### config.mk
export PLATFORM = sky130hd
export DESIGN_NAME = posit_dot_sched
export DESIGN_NICKNAME = d
export VERILOG_FILES = /design/src/rtl/posit_dot_sched.sv
export SDC_FILE = /design/constraint.sdc
export NUM_CORES = 1
export LEC_CHECK = 0
export ABC_AREA = 0
export ABC_CLOCK_PERIOD_IN_PS = 2400
export CORE_MARGIN = 4
export CORE_UTILIZATION = 41
export DETAILED_ROUTE_END_ITERATION = 10
export PLACE_DENSITY = 0.85
export SETUP_SLACK_MARGIN = 0.15
export SYNTH_ARGS = -nofsm -noshare
export SYNTH_HDL_FRONTEND = slang
export SYNTH_SLANG_ARGS = --single-unit
### constraint.sdc
create_clock -name clk -period 2.4 [get_ports clk]
set_input_delay 0.36 -clock clk [delete_from_list [all_inputs] [get_ports clk]]
set_output_delay 0.36 -clock clk [all_outputs]
set_load 0.02 [all_outputs]
### src/rtl/posit_dot_sched.sv
// posit_dot_sched: sequencer for the bit-serial posit MAC datapath.
// Streams (act, w) pairs into the MAC, chains each MAC result back as the next
// accumulator input and returns one fixed-point sum, exponent and sticky NaR per job.
// Optional build macro POSIT_SCHED_WATCHDOG_EN adds a WAIT-state watchdog that
// aborts a stalled job to OUT with res_nar set.
module posit_dot_sched #(
  parameter int ACT_WIDTH = 16,
  parameter int ACC_WIDTH = 32,
  parameter int LEN_WIDTH = 8,
  parameter int TO_CYCLES = 15
) (
  input  logic                 clk,
  input  logic                 rst,
  input  logic                 start,
  input  logic [LEN_WIDTH-1:0] vec_len,
  input  logic [3:0]           precision_cfg,
  input  logic [4:0]           exp_min_cfg,
  input  logic [ACC_WIDTH-1:0] acc_init,
  output logic                 cfg_err,
  input  logic                 in_valid,
  output logic                 in_ready,
  input  logic [ACT_WIDTH-1:0] in_act,
  input  logic [3:0]           in_w,
  output logic                 mac_valid,
  output logic                 mac_set,
  output logic [3:0]           mac_precision,
  output logic [ACT_WIDTH-1:0] mac_act,
  output logic [3:0]           mac_w,
  output logic [4:0]           mac_exp_min,
  output logic [ACC_WIDTH-1:0] mac_acc_in,
  input  logic                 mac_done,
  input  logic [ACC_WIDTH-1:0] mac_acc_out,
  input  logic [4:0]           mac_exp_out,
  input  logic                 mac_nar,
  output logic                 res_valid,
  input  logic                 res_ready,
  output logic [ACC_WIDTH-1:0] res_acc,
  output logic [4:0]           res_exp,
  output logic                 res_nar,
  output logic                 busy
);

  typedef enum logic [2:0] {S_IDLE, S_CFG, S_LOAD, S_RUN, S_WAIT, S_OUT} state_e;

  state_e                 state_q, state_d;
  logic [3:0]             prec_q, prec_d;
  logic [4:0]             exp_min_q, exp_min_d;
  logic [LEN_WIDTH-1:0]   len_q, len_d;
  logic [LEN_WIDTH-1:0]   elem_cnt_q, elem_cnt_d;
  logic [3:0]             bit_cnt_q, bit_cnt_d;
  logic [ACC_WIDTH-1:0]   acc_q, acc_d;
  logic [4:0]             exp_q, exp_d;
  logic                   nar_q, nar_d;
  logic [ACT_WIDTH-1:0]   act_q, act_d;
  logic [3:0]             w_q, w_d;
  logic                   in_ready_q, in_ready_d;
  logic                   mac_valid_q, mac_valid_d;
  logic                   mac_set_q, mac_set_d;
  logic                   res_valid_q, res_valid_d;
  logic                   cfg_err_q, cfg_err_d;
  logic                   busy_q, busy_d;
  logic [LEN_WIDTH:0]     elem_next;
`ifdef POSIT_SCHED_WATCHDOG_EN
  logic [3:0]             wdog_q, wdog_d;
`else
  logic                   unused_to_cycles;
  assign unused_to_cycles = ^TO_CYCLES;
`endif

  // Next-state, datapath and registered-output decode.
  // Handshake outputs are computed from state_d so each flop mirrors the state it belongs to.
  always_comb begin
    state_d     = state_q;
    prec_d      = prec_q;
    exp_min_d   = exp_min_q;
    len_d       = len_q;
    elem_cnt_d  = elem_cnt_q;
    bit_cnt_d   = bit_cnt_q;
    acc_d       = acc_q;
    exp_d       = exp_q;
    nar_d       = nar_q;
    act_d       = act_q;
    w_d         = w_q;
    cfg_err_d   = 1'b0;
    // one extra bit so vec_len = 2^LEN_WIDTH-1 terminates without wrap
    elem_next   = {1'b0, elem_cnt_q} + {{LEN_WIDTH{1'b0}}, 1'b1};
`ifdef POSIT_SCHED_WATCHDOG_EN
    wdog_d      = wdog_q;
`endif
    unique case (state_q)
      S_IDLE: begin
        if (start) begin
          if (precision_cfg >= 4'd2 && precision_cfg <= 4'd4) begin
            prec_d     = precision_cfg;
            exp_min_d  = exp_min_cfg;
            len_d      = vec_len;
            acc_d      = acc_init;
            exp_d      = exp_min_cfg;
            nar_d      = 1'b0;
            elem_cnt_d = '0;
            state_d    = S_CFG;
          end else begin
            cfg_err_d  = 1'b1;
          end
        end
      end
      S_CFG: state_d = (len_q == '0) ? S_OUT : S_LOAD;
      S_LOAD: begin
        if (in_valid && in_ready_q) begin
          act_d     = in_act;
          w_d       = in_w;
          bit_cnt_d = '0;
          state_d   = S_RUN;
        end
      end
      S_RUN: begin
        bit_cnt_d = bit_cnt_q + 4'd1;
        if (bit_cnt_q == prec_q - 4'd1) begin
          state_d = S_WAIT;
`ifdef POSIT_SCHED_WATCHDOG_EN
          wdog_d  = '0;
`endif
        end
      end
      S_WAIT: begin
        if (mac_done) begin
          acc_d      = mac_acc_out;
          exp_d      = mac_exp_out;
          nar_d      = nar_q | mac_nar;
          elem_cnt_d = elem_next[LEN_WIDTH-1:0];
          state_d    = (elem_next == {1'b0, len_q}) ? S_OUT : S_LOAD;
        end
`ifdef POSIT_SCHED_WATCHDOG_EN
        else if (wdog_q == 4'(TO_CYCLES - 1)) begin
          nar_d   = 1'b1;
          state_d = S_OUT;
        end else begin
          wdog_d  = wdog_q + 4'd1;
        end
`endif
      end
      S_OUT: if (res_ready) state_d = S_IDLE;
      default: state_d = S_IDLE;
    endcase
    in_ready_d  = (state_d == S_LOAD);
    mac_valid_d = (state_d == S_RUN);
    mac_set_d   = (state_d == S_CFG);
    res_valid_d = (state_d == S_OUT);
    busy_d      = (state_d != S_IDLE);
  end

  // State and datapath registers with synchronous reset.
  always_ff @(posedge clk) begin
    if (rst) begin
      state_q     <= S_IDLE;
      prec_q      <= '0;
      exp_min_q   <= '0;
      len_q       <= '0;
      elem_cnt_q  <= '0;
      bit_cnt_q   <= '0;
      acc_q       <= '0;
      exp_q       <= '0;
      nar_q       <= 1'b0;
      act_q       <= '0;
      w_q         <= '0;
      in_ready_q  <= 1'b0;
      mac_valid_q <= 1'b0;
      mac_set_q   <= 1'b0;
      res_valid_q <= 1'b0;
      cfg_err_q   <= 1'b0;
      busy_q      <= 1'b0;
`ifdef POSIT_SCHED_WATCHDOG_EN
      wdog_q      <= '0;
`endif
    end else begin
      state_q     <= state_d;
      prec_q      <= prec_d;
      exp_min_q   <= exp_min_d;
      len_q       <= len_d;
      elem_cnt_q  <= elem_cnt_d;
      bit_cnt_q   <= bit_cnt_d;
      acc_q       <= acc_d;
      exp_q       <= exp_d;
      nar_q       <= nar_d;
      act_q       <= act_d;
      w_q         <= w_d;
      in_ready_q  <= in_ready_d;
      mac_valid_q <= mac_valid_d;
      mac_set_q   <= mac_set_d;
      res_valid_q <= res_valid_d;
      cfg_err_q   <= cfg_err_d;
      busy_q      <= busy_d;
`ifdef POSIT_SCHED_WATCHDOG_EN
      wdog_q      <= wdog_d;
`endif
    end
  end

  assign cfg_err       = cfg_err_q;
  assign in_ready      = in_ready_q;
  assign mac_valid     = mac_valid_q;
  assign mac_set       = mac_set_q;
  assign mac_precision = prec_q;
  assign mac_act       = act_q;
  assign mac_w         = w_q;
  assign mac_exp_min   = exp_min_q;
  assign mac_acc_in    = acc_q;
  assign res_valid     = res_valid_q;
  assign res_acc       = acc_q;
  assign res_exp       = exp_q;
  assign res_nar       = nar_q;
  assign busy          = busy_q;

endmodule

==> results.toml <==
[worst_setup_path]
cp.required_ns = 2.64
r2r_end = "state_q[2]$_SDFF_PP0_"
worstPathArrival_ns = 2.38
path_max_fanout = 9
startpoint = "elem_cnt_q[0]$_SDFFE_PP0P_"
critical_path_class = "flip-flop to flip-flop"
start_kind = "flip-flop"
reg2reg_slack_ns = 0.26
cp-end-kind = "flip-flop"
r2r_cells = 6
r2r-start = "elem_cnt_q[0]$_SDFFE_PP0P_"

[timing]
worst_pin_slew_ns = 0.529
rsz0062_at_grt = "yes"
tns_ns = 0
setup_viol = 0
drv_slew = 0
fmax_ghz = 0.467
final.period_utilization_pct = 89.1
hold_viol = 0
relSlewSlack_pct = 64.7
min_period_ns = 2.14
setup_ws_ns = 0.261
finalClockSkew_ns = 0.00720

[global_routing]
grt_usage_pct = 20.6
grt_pass1_wl_mm = 21.8
grt_max_degree = 49
grt_pass1_vias = 4468
antenna_found_initial = 0
grt_overflow = 0

[clocking]
path_clk_slew_ns = 0.06
cts_tree = "built"
numCtsBuffers = 9
cts-root-buf = "clkbuf_16"
ctsHoldBuffers = 0
cts_max_level = 3
cts.repair.resized = 0
clkLatencyLatePin_ns = 0.33
cts_buffer_depth = 2
post_cts_buffers = 0
clkSinkCount = 96

[detailed_routing]
routed_via_density = 5.21
wl_mm = 13.8
drc = 0
wl_per_cell_um = 16.5
route.vias.total = 4336
antenna_left = 0
drt_iter0_drc = 183
first_pass_iters = 4

[die]
die_x_um = 114
rows = 38
die-area_um2 = 13000
core-area_um2 = 10900
initial_core_util_pct = 42.2
die_y_um = 114
ios = 218

[finish]
n_antenna_cell = 0
synthToLayoutAreaGrowth_pct = 52.2
drive_gt1_share_pct = 8.08
num-nets-final = 804
stdcell_count = 833

[pwr]
p_total_mw = 3.82
ir_worst_vdd_uv = 299
p_leak_nw = 2.36
power_density_nw_per_um2 = 544

[synth]
async_reset_ff_share_pct = 0
synth_cells = 513
synth_xor_area_share_pct = 2.96
yosysSeqAreaShare_pct = 41.7
synthTopCellsByArea = "dfxtp_1, mux2i_1, nor2_1"
yosysTopAreaCell = "dfxtp_1"
synth-compound-area-share_pct = 16.7
synth_top_family_by_area = "simple AND/OR/NAND/NOR gates"
synth_nets = 629
ys_warn_count = 0
synthMuxAreaShare_pct = 11.1
yosys_register_bits = 96
yosysUniqueCellTypes = 50
syn_area_um2 = 4610
synth-edff-count = 0
synthAdderAreaFrac_pct = 0.814
avgSynthCellArea_um2 = 8.99
synth_top_area_share_pct = 41.7
synthSimpleGateAreaFrac_pct = 17.5
synthFlopType = "dfxtp_1"

[place]
dp_cells = 816
portBuffers = 217
finalWeightedCongestion = 0.873
post-place-ws_ns = -0.0720
hpwl_mm = 10.5

[worst_hold_path]
worstHoldStart = "mac_w[3]$_SDFFE_PP0P_"
min_to = "mac_w[3]$_SDFFE_PP0P_"
holdCritPathClass = "flip-flop to flip-flop"
whs_path_depth = 2

[flow_run]
maxCapViolCount = 0

[run_status]
status = "complete, no violations"
## flip-flops by register name, indices dropped and copies added (netlist names), 3 cells and up
signal / cells
bit_cnt_q: 4
elem_cnt_q: 8
len_q: 8
mac_acc_in: 32
mac_act: 16
mac_exp_min: 5
mac_precision: 4
mac_w: 4
res_exp: 5
state_q: 3
## cells in the final DEF (no fill, tap or decap), drive strengths merged, types with 4 or more instances in the layout
cell	instances
clkbuf	13
a21oi	36
a31oi	5
or3	4
o21ai	8
dfxtp	96
nor3b	4
clkdlybuf4s50	216
mux2i	51
a211oi	39
nand2	49
buf	16
nor2	73
nand3	7
nand2b	4
xnor2	7
nor3	6
xor2	6
and3	4
## report_power, final
group / leakage, nW / switching [mW] / total (mW) / internal [mW]
combinational: 1.44 / 0.333 / 0.746 / 0.413
clock: 0.140 / 0.565 / 1.37 / 0.804
sequential: 0.778 / 0.0504 / 1.70 / 1.65
total: 2.36 / 0.949 / 3.82 / 2.87
## worst max-delay path by stage
stage / cells past startpoint / slack [ns] / endpoint
finish: 6 / 0.26 / state_q[2]$_SDFF_PP0_
global route: 6 / 0.14 / mac_acc_in[7]$_SDFFE_PP0P_
CTS: 6 / 0.19 / state_q[2]$_SDFF_PP0_
detailed placement: 7 / -0.07 / mac_acc_in[30]$_SDFFE_PP0P_
global placement: 7 / -0.0005 / mac_acc_in[8]$_SDFFE_PP0P_
floorplan: 7 / 0.40 / state_q[2]$_SDFF_PP0_
## synthesized netlist by cell type, types with 3 or more instances
library cell,count
a31oi_1,5
inv_1,3
buf_2,5
o21ai_0,8
a211oi_1,18
dfxtp_1,96
nor3b_1,4
a21oi_1,36
mux2i_1,51
nand2b_1,4
nor2_1,73
nand2_1,49
a211oi_2,21
clkbuf_1,27
nor3_1,6
and4b_1,3
and3_1,4
nand4b_1,3
and2_1,3
xor2_1,6
xnor2_1,7
buf_4,35
or3_1,4
ha_1,3
nand3_1,7
## layout make-up
| cell class | count | area, um^2 |
|---|---|---|
| multi-input cells | 345 | 2280 |
| clock inverters | 4 | 45.0 |
| fillers | 881 | 3920 |
| flip-flops and latches | 96 | 1920 |
| repair buffers | 233 | 2340 |
| clock buffers | 12 | 236 |
| inverters | 3 | 11.3 |
| well taps | 140 | 175 |
## worst max-delay path: stages, from the launching register on
cell      delay [ns]
dfxtp_1         0.38
ha_2            0.28
nand2b_1        0.18
a211oi_1        0.26
o311ai_0        0.19
a2111o_1        0.48
a311oi_1        0.28
## kinds of logic after synthesis
logic type,Yosys count
buffers and inverters,72
muxes,51
adders and majority gates,3
xor gates and xnor gates,14
and+or+nand+nor,174
AOI/OAI and AO/OA,103
DFF,96
## per-layer routing
metal / global-route usage, % / vias to the layer above / routed length (um)
met5: 0 / - / 0
li1: - / 2112 / -
met2: 36.8 / 184 / 6880
met3: 6.84 / 20 / 1240
met4: 5.54 / 0 / 229
met1: 23.4 / 2020 / 5440
## through the flow
| stage | util (%) | hold slack [ns] | area [um^2] |
|---|---|---|---|
| 6_report | 64.2 | 0.457 | 7020 |
| 5_1_grt | 64.2 | 0.482 | 7020 |
| 4_1_cts | 63.9 | 0.460 | 6990 |
| 3_5_place_dp | 61.3 | 0.452 | 6710 |
| 3_3_place_gp | 61.3 | 0.441 | 6710 |
| 2_1_floorplan | - | 0.464 | 4610 |
Power figures use the tool's default switching activity.
==> RTL change: new RTL, same flow settings <==
Change the parameter `LEN_WIDTH` from 8 to 16.
--- a/src/rtl/posit_dot_sched.sv
+++ b/src/rtl/posit_dot_sched.sv
@@ -8,3 +8,3 @@
   parameter int ACC_WIDTH = 32,
-  parameter int LEN_WIDTH = 8,
+  parameter int LEN_WIDTH = 16,
   parameter int TO_CYCLES = 15
Interface: changed (resized vec_len); port bits go from 218 to 226. The function was not compared with the original's and may differ.
==> RTL change against the original RTL <==
  * Synthesized area up 18%
  * Design area increased by 18%
  * Via count rose by 31%
  * Wire length grew 29%
  * Clock skew fell by 1.3 ps
  * Power is 13% higher
  * Sequential cell count up 16
  * Setup slack got worse by 36 ps
  * Combinational power is 7.8% higher
  * Largest power group unchanged
==> RTL change: results (changes against the original RTL) <==
* Adder-cell share of the synthesized area at 0.00688 (-0.00126)
* Status: finished clean
* Compound-Gate Fraction of Synth Area at 0.173 (+0.00549)
* Synth Area in XOR/XNOR at 0.0418 (+0.0122)
* Inverter count at 6 (+3)
* CP max stage cell: or4_4
* Worst Hold Class: input port to flop
* Share of cells above drive strength 1 at 0.0965 (+0.0156)
* First-pass GRT wire length at 26.4 mm (+21%)
* Initial DRC count at 475 (+160%)
* # clk buffers at 11 (-1)
* #MultiIn Comb at 504 (+46%)
* Number of global-route vias before repair at 5307 (+19%)
* DR pass1 iterations at 5 (+1)
* Dominant cells by area after synthesis: dfxtp_1 41%, nand2_1 13%, a21oi_1 6.7%, a311oi_1 5.9%, buf_4 4.8%
* Number of port buffers at 225 (+3.7%)
* NonClk Buf Share at 0.327 (-0.00704)
* Worst path max stage delay at 460 ps (-20 ps)
* Synth warn at 0 (unchanged)
* Clock Latency Late Sink at 350 ps (+20 ps)
* Layout Skew at 5.95 ps (-1.25 ps)
* CP startpoint: elem_cnt_q[4]$_SDFFE_PP0P_
* Mux cell area share after synthesis at 0.00596 (-0.105)
* Lkg Pwr at 2.92 nW (+24%)
* Drt wl/cell at 16.6 um (+0.12%)
* Net Count, Synth at 828 (+32%)
* Top cells by count, synth: 182 x nand2_1, 112 x dfxtp_1, 73 x a21oi_1, 67 x nor2_1, 37 x a311oi_1
* Hold_sp: precision_cfg[0]
* Critical path fanouts, max at 6 (-3)
* Critical path's top delay family: simple AND/OR/NAND/NOR gates
* Final GP Congestion at 0.895 (+2.5%)
* Yosys cell types at 54 (+8.0%)
* Sequential Area at 2250 sq um (+17%)
* GR Util All Layers at 0.219 (+0.0129)
* Area fraction of clock buffers and clock inverters at 0.0369 (-0.00320)
* Filler cell count in the final layout at 1079 (+22%)
* Fin nets at 1022 (+27%)
* Arrival time at the worst endpoint at 2440 ps (+60 ps)
* HPWL Detailed at 12.7 mm (+21%)
* Slew @ Worst Pin at 683 ps (+154 ps)
* Seq_cells at 112 (+17%)
* Peak VDD IR at 607 uV (+100%)
* Root Buffer Master: clkbuf_16
* DR vias at 5687 (+31%)
* Seq/Total Area, Yosys at 0.411 (-0.00583)
* Largest net degree at the start of global routing at 47 (-4.1%)
* Buffers excl. clock at 265 (+14%)
[RTL change: repair_timing]
action,in CTS,in global routing
setup buffers,2,3
endpoints found under the setup margin,18,57
cloned,1,5
pin swaps,4,22
resized for setup,7,14
[RTL change: power breakdown]
| group | internal (mW) | switching, mW |
|---|---|---|
| logic | 0.442 | 0.362 |
| clock network | 0.866 | 0.682 |
| registers | 1.92 | 0.0510 |
[RTL change: final timing paths]
| path | endpoint | slack, ps | depth (start not counted) |
|---|---|---|---|
| max | state_q[2]$_SDFF_PP0_ | 220 | 6 |
| max reg2reg | state_q[2]$_SDFF_PP0_ | 220 | 6 |
| min | mac_precision[0]$_SDFFE_PP0P_ | 310 | 3 |
| min reg2reg | mac_w[1]$_SDFFE_PP0P_ | 450 | 2 |
[RTL change: routing by layer]
| layer | share of wire | GRT usage |
|---|---|---|
| met2 | 0.48 | 0.369 |
| met5 | 0 | 0 |
| met4 | 0.019 | 0.0664 |
| met3 | 0.10 | 0.0755 |
| met1 | 0.40 | 0.263 |
[RTL change: metrics by stage]
| step | total power, mW | worst slack, ps | TNS [ps] | cell area [sq um] | cells |
|---|---|---|---|---|---|
| floorplan | 2.37 | 176 | 0 | 5470 | 704 |
| global placement | 2.75 | -157 | -5790 | 7720 | 1048 |
| detailed placement | 2.77 | -257 | -9310 | 7720 | 1048 |
| CTS | 4.33 | 163 | 0 | 8100 | 1066 |
| global route | 4.48 | 153 | 0 | 8270 | 1074 |
| finish | 4.32 | 225 | 0 | 8270 | 1074 |
[RTL change: kinds of logic (layout without fill, tap and decap cells)]
group / count (synthesis) / in the layout
adders and majority gates: 3 / 3
and+or+nand+nor: 328 / 328
DFF: 112 / 112
xor gates and xnor gates: 26 / 26
buffers and inverters: 88 / 286
AOI/OAI and AO/OA: 144 / 144
muxes: 3 / 3
